## config.mk

```make
export PLATFORM = sky130hd
export DESIGN_NAME = egg_timer_controller
export DESIGN_NICKNAME = d
export VERILOG_FILES = /design/src/rtl/egg_timer_controller_pkg.sv /design/src/rtl/egg_timer_controller_bcd_digit.sv /design/src/rtl/egg_timer_controller.sv
export SDC_FILE = /design/constraint.sdc
export NUM_CORES = 1
export LEC_CHECK = 0
export BUFFER_PORTS_ARGS = -buffer_cell sky130_fd_sc_hd__buf_4
export CORE_MARGIN = 1
export CORE_UTILIZATION = 35
export CTS_CLUSTER_SIZE = 16
export DETAILED_ROUTE_END_ITERATION = 12
export PLACE_DENSITY_LB_ADDON = 0.2
export REMOVE_ABC_BUFFERS = 1
export SLEW_MARGIN = 10
export SYNTH_ARGS = -nofsm -noshare
export SYNTH_HDL_FRONTEND = slang
export SYNTH_SLANG_ARGS = --single-unit
```

## constraint.sdc

```tcl
create_clock -name clk -period 6.49 [get_ports clk]
set_clock_uncertainty 0.1 [all_clocks]
set_input_delay 1.298 -clock clk [delete_from_list [all_inputs] [get_ports clk]]
set_output_delay 1.298 -clock clk [all_outputs]
set_load 0.02 [all_outputs]
```

## src/rtl/egg_timer_controller_pkg.sv

```systemverilog
// Shared definitions for the egg timer: state encodings, BCD digit limits
// and a BCD-to-binary helper used for the minute wrap compare.
package egg_timer_controller_pkg;

    typedef enum logic [1:0] {
        IDLE  = 2'd0,
        RUN   = 2'd1,
        PAUSE = 2'd2,
        ALARM = 2'd3
    } state_t;

    localparam logic [3:0] SEC_TENS_MAX = 4'd5;
    localparam logic [3:0] DIGIT_MAX    = 4'd9;

    function automatic logic [6:0] bcd2bin(input logic [3:0] tens, input logic [3:0] ones);
        return 7'(tens) * 7'd10 + 7'(ones);
    endfunction

endpackage

```

## src/rtl/egg_timer_controller_bcd_digit.sv

```systemverilog
// One registered BCD digit with increment/decrement and wrap at a programmable limit.
// carry/borrow flag the wrap so digits can be chained.
module egg_timer_controller_bcd_digit (
    input  logic       clk,
    input  logic       reset,
    input  logic       inc,
    input  logic       dec,
    input  logic       clear,
    input  logic [3:0] limit,
    output logic [3:0] value,
    output logic       carry,
    output logic       borrow
);

    assign carry  = inc & (value == limit);
    assign borrow = dec & (value == 4'd0);

    always_ff @(posedge clk or posedge reset) begin
        if (reset) begin
            value <= 4'd0;
        end else if (clear) begin
            value <= 4'd0;
        end else if (inc) begin
            value <= carry ? 4'd0 : value + 4'd1;
        end else if (dec) begin
            value <= borrow ? limit : value - 4'd1;
        end
    end

endmodule

```

## src/rtl/egg_timer_controller.sv

```systemverilog
// Egg timer countdown sequencer: MM:SS in four chained BCD digits plus the
// IDLE/RUN/PAUSE/ALARM state machine and the alarm duration counter.
//
//   state | meaning
//   IDLE  | time settable with btnMin/btnSec, waiting for start
//   RUN   | counting down one second per tick
//   PAUSE | countdown frozen, btnStart resumes
//   ALARM | buzzer on at 00:00 for ALARM_TICKS ticks or until btnStart
module egg_timer_controller #(
    parameter int MAX_MIN     = 99,
    parameter int ALARM_TICKS = 10
) (
    input  logic       clk,
    input  logic       reset,
    input  logic       tick,
    input  logic       btnStart,
    input  logic       btnMin,
    input  logic       btnSec,
    input  logic       btnClear,
    output logic [3:0] minTens,
    output logic [3:0] minOnes,
    output logic [3:0] secTens,
    output logic [3:0] secOnes,
    output logic [1:0] state,
    output logic       running,
    output logic       alarm
);
    import egg_timer_controller_pkg::*;

    localparam logic [6:0] MAX_MIN_B     = 7'(MAX_MIN);
    localparam logic [7:0] ALARM_TICKS_C = 8'(ALARM_TICKS);

    state_t     st;
    logic [7:0] alarm_cnt;

    logic sec_inc, min_inc, min_wrap, tick_dec;
    logic so_carry, so_borrow, st_carry, st_borrow;
    logic mo_carry, mo_borrow, mt_carry, mt_borrow;
    logic time_zero, time_one;
    logic unused_flags;

    // Clear and start outrank the setting buttons and the tick.
    assign sec_inc  = (st == IDLE) & btnSec & ~btnStart & ~btnClear;
    assign min_inc  = (st == IDLE) & btnMin & ~btnStart & ~btnClear;
    assign min_wrap = min_inc & (bcd2bin(minTens, minOnes) == MAX_MIN_B);
    assign tick_dec = (st == RUN) & tick & ~btnStart & ~btnClear;

    assign time_zero = ({minTens, minOnes, secTens, secOnes} == 16'h0000);
    assign time_one  = ({minTens, minOnes, secTens, secOnes} == 16'h0001);

    // Seconds wrap 59->00 without carrying into minutes.
    assign unused_flags = st_carry ^ mt_carry ^ mt_borrow;

    egg_timer_controller_bcd_digit u_sec_ones (
        .clk(clk), .reset(reset), .inc(sec_inc), .dec(tick_dec), .clear(btnClear),
        .limit(DIGIT_MAX), .value(secOnes), .carry(so_carry), .borrow(so_borrow)
    );

    egg_timer_controller_bcd_digit u_sec_tens (
        .clk(clk), .reset(reset), .inc(so_carry), .dec(so_borrow), .clear(btnClear),
        .limit(SEC_TENS_MAX), .value(secTens), .carry(st_carry), .borrow(st_borrow)
    );

    egg_timer_controller_bcd_digit u_min_ones (
        .clk(clk), .reset(reset), .inc(min_inc & ~min_wrap), .dec(st_borrow),
        .clear(btnClear | min_wrap), .limit(DIGIT_MAX), .value(minOnes),
        .carry(mo_carry), .borrow(mo_borrow)
    );

    egg_timer_controller_bcd_digit u_min_tens (
        .clk(clk), .reset(reset), .inc(mo_carry), .dec(mo_borrow),
        .clear(btnClear | min_wrap), .limit(DIGIT_MAX), .value(minTens),
        .carry(mt_carry), .borrow(mt_borrow)
    );

    assign state = st;

    always_ff @(posedge clk or posedge reset) begin
        if (reset) begin
            st        <= IDLE;
            alarm_cnt <= 8'd0;
            running   <= 1'b0;
            alarm     <= 1'b0;
        end else if (btnClear) begin
            st        <= IDLE;
            alarm_cnt <= 8'd0;
            running   <= 1'b0;
            alarm     <= 1'b0;
        end else begin
            case (st)
                IDLE: begin
                    if (btnStart && !time_zero) begin
                        st      <= RUN;
                        running <= 1'b1;
                    end
                end
                RUN: begin
                    if (btnStart) begin
                        st      <= PAUSE;
                        running <= 1'b0;
                    end else if (tick && time_one) begin
                        // Digits reach 00:00 on this same edge.
                        st        <= ALARM;
                        running   <= 1'b0;
                        alarm     <= 1'b1;
                        alarm_cnt <= 8'd0;
                    end
                end
                PAUSE: begin
                    if (btnStart) begin
                        st      <= RUN;
                        running <= 1'b1;
                    end
                end
                ALARM: begin
                    if (btnStart || (tick && (alarm_cnt + 8'd1 == ALARM_TICKS_C))) begin
                        st        <= IDLE;
                        alarm     <= 1'b0;
                        alarm_cnt <= 8'd0;
                    end else if (tick) begin
                        alarm_cnt <= alarm_cnt + 8'd1;
                    end
                end
                default: begin
                    st      <= IDLE;
                    running <= 1'b0;
                    alarm   <= 1'b0;
                end
            endcase
        end
    end

endmodule

```

==> summary.txt <==
Outcome
  • Status: finished, final reports clean

Yosys
  • YS warnings: 0
  • Sequential cell area fraction in the yosys report: 0.268
  • Seq cells post-synth: 28
  • Cells after Synth: 305
  • Mapped cell area: 0.00261 mm^2
  • Synth cell types: 67
  • Post-synth EDFFs: 0
  • Async set-reset flop share out of synthesis: 1.00
  • Dominant synthesized flop cell: dfrtp_1
  • Mean Syn Cell Area: 8.56 um^2

Finish
  • Non-filler cells, final: 424
  • Commonest non-fill, non-tap cells in the layout: ha_1 (28), dfrtp_1 (28), buf_4 (27)
  • Final instance area: 0.00294 mm^2
  • Layout Nets: 364
  • Area grow syn2layout: 12.6%
  • Share of layout cells above drive strength 1: 0.123
  • N_diodes: 0
  • Finished Core Util: 0.407

STA
  • Final Setup Violations: 0
  • Worst setup margin: 3.40 ns
  • Fin crit share: 0.475
  • Final setup TNS: 0 ns
  • Slew Viols, Final: 0
  • Fmax: 0.324 GHz
  • Fin. Hold Viols: 0
  • Worst slew pin tran: 0.723 ns
  • Fin crit period: 3.09 ns
  • Normalized max-slew margin: 0.513
  • Unrepaired setup endpoints after global routing: no

Route
  • Vias per cell: 5.64
  • Remaining antenna violation count: 0
  • TritonRoute pass-1 iters: 4
  • DRC Markers: 0
  • Vias: 2390
  • WL per Instance: 14.4 um
  • 1st-iter DRT viols: 140
  • Final WL: 6120 um

Global route
  • First-pass GRT wire length: 10600 um
  • Gr usage total: 0.170
  • Antenna violations before repair: 0
  • Total congestion overflow: 0
  • Vias in the first global route: 2266
  • Largest net degree at the start of global routing: 29

Clocking
  • Post-CTS sizing: 0
  • Clock Sinks: 28
  • H-tree levels: 1
  • Post-CTS setup buffer count: 0
  • Worst skew pair latency: 0.28 ns
  • Hold-fix buffers, CTS: 0
  • Clock slew at reported path FFs: 0.10 ns
  • CTS tree: built
  • Root Driver: clkbuf_8
  • Total CTS buffers: 3
  • Clk buf depth: 2

Critical path
  • R2r worst-path depth: 9
  • Reg-to-reg endpoint: u_min_tens.value[0]$_DFFE_PP0P_
  • Slowest cell delay on critical path: 0.56 ns
  • Worst path most repeated cell: ha_1
  • Reg-to-reg startpoint: u_min_tens.value[3]$_DFFE_PP0P_
  • CP max-delay cell: a21oi_1
  • CP required: 6.55 ns
  • Worst R2R Setup Slack: 3.40 ns
  • Crit end category: flip-flop
  • Startpoint types: flip-flop
  • Worst Path Max Fanout: 9
  • CP arrival: 3.14 ns
  • WS Path Type: reg -> reg
  • CP cell instances: ha_1, ha_1, inv_1, fa_1, nor2_1, nand3_1, a21oi_1, o22ai_1, a2111oi_0

Placement
  • Dpl hpwl: 4560 um
  • Post-DP Area: 0.00290 mm^2
  • Port bufs: 26
  • DP Cell Count: 421
  • GP Congestion: 0.833
  • Setup WS pre-CTS: 3.31 ns

Min path
  • Worst Hold Path EP: alarm$_DFFE_PP0P_
  • Hold_sp: alarm$_DFFE_PP0P_
  • Worst Hold Class: reg -> reg
  • Hold Path Depth: 1

Floorplan
  • Cell Rows: 31
  • Die width: 88.4 um
  • Initial core utilization: 0.362
  • Die height: 88.4 um
  • IO Pins: 27
  • Core Area: 0.00721 mm^2
  • Die area: 0.00781 mm^2

Power and ir drop
  • Clock power frac: 0.143
  • Sw Share: 0.438
  • Max rail drop VDD: 0.000177 V
  • Leakage power total: 1.31 nW
  • Sequential Power Share: 0.370
  • Comb pwr share: 0.487
  • Pint: 0.000391 W
  • Pwr per Cell Area: 236 mW/mm^2
  • Switching Power: 0.000304 W

Job
  • Max_cap viols: 0
==> area by class of cell <==
cell class              count  area [um^2]
clock buffers               3         41.3
fillers                   775         4280
inverters                  25         93.8
multi-input cells         242         1780
flip-flops and latches     28          701
well taps                  99          124
repair buffers             27          203
==> cell families after synthesis <==
| family | Yosys count | synth area share |
|---|---|---|
| compound gates | 79 | 0.235 |
| xor+xnor | 7 | 0.0235 |
| fa+ha+maj | 30 | 0.149 |
| buf+inv | 35 | 0.0513 |
| flops | 28 | 0.268 |
| mux | 3 | 0.0139 |
| simple gates | 123 | 0.259 |
==> power groups by stage <==
| stage | Sequential, W | Combinational (W) | Clock (W) |
|---|---|---|---|
| 2_1_floorplan | 0.000282 | 0.000203 | 0 |
| 3_3_place_gp | 0.000260 | 0.000338 | 0 |
| 3_5_place_dp | 0.000261 | 0.000337 | 0 |
| 4_1_cts | 0.000257 | 0.000340 | 0.000105 |
| 5_1_grt | 0.000263 | 0.000378 | 0.000111 |
| 6_report | 0.000257 | 0.000338 | 0.0000995 |
==> worst max-delay path by stage <==
stage                                          startpoint                         endpoint  slack, ns  cells past startpoint
after CTS                 u_min_tens.value[1]$_DFFE_PP0P_  u_min_tens.value[0]$_DFFE_PP0P_       3.41                      9
after floorplan           u_min_tens.value[3]$_DFFE_PP0P_  u_min_tens.value[0]$_DFFE_PP0P_       3.68                      9
after global placement                           btnClear  u_min_tens.value[3]$_DFFE_PP0P_       3.41                      6
after global routing      u_min_tens.value[1]$_DFFE_PP0P_  u_min_tens.value[0]$_DFFE_PP0P_       3.15                      9
after detailed placement                         btnClear  u_min_tens.value[3]$_DFFE_PP0P_       3.31                      6
final                     u_min_tens.value[3]$_DFFE_PP0P_  u_min_tens.value[0]$_DFFE_PP0P_       3.40                      9
==> registers in the layout, summed over array words and instances (netlist names) <==
signal            cells
u_sec_ones.value      4
running               1
u_min_tens.value      4
alarm                 1
u_sec_tens.value      4
alarm_cnt             8
state                 2
u_min_ones.value      4
==> worst max-delay path, delay by kind of cell (launching register included) <==
kind | cells | cell delay [ns]
buf+inv | 1 | 0.06
simple gates | 2 | 0.26
compound gates | 3 | 1.10
fa+ha+maj | 3 | 0.91
flops | 1 | 0.54
==> through the flow <==
| stage | total power (W) | hold slack (ns) |
|---|---|---|
| detailed placement | 0.000598 | 0.375 |
| CTS | 0.000702 | 0.402 |
| global placement | 0.000598 | 0.368 |
| floorplan | 0.000485 | 0.425 |
| global route | 0.000752 | 0.417 |
| finish | 0.000694 | 0.398 |
==> synth_stat cells (all sizes together) (4+ instances only) <==
cell type	count	area (um^2)
dfrtp	28	701
ha	28	350
inv	25	93.8
nand2	23	86.3
nor2	19	71.3
nand3	17	85.1
nor3	16	85.1
a21oi	14	70.1
o21ai	9	45.0
and3	8	50.1
clkbuf	7	26.3
nand4	7	43.8
nor3b	6	50.1
a21o	5	37.5
nor2b	5	31.3
xnor2	5	43.8
a221o	4	40.0
a221oi	4	52.6
a22o	4	35.0
a31oi	4	25.0
nor4	4	25.0
o31ai	4	30.0
==> per-layer routing <==
layer  up-vias  wire length [um]  GRT usage
met5         -                 0          0
met4         0                25     0.0308
met3         2               233     0.0299
met2        51              2850      0.282
met1      1150              3020      0.235
li1       1187                 -          -
(Power assumes the default switching activity.)
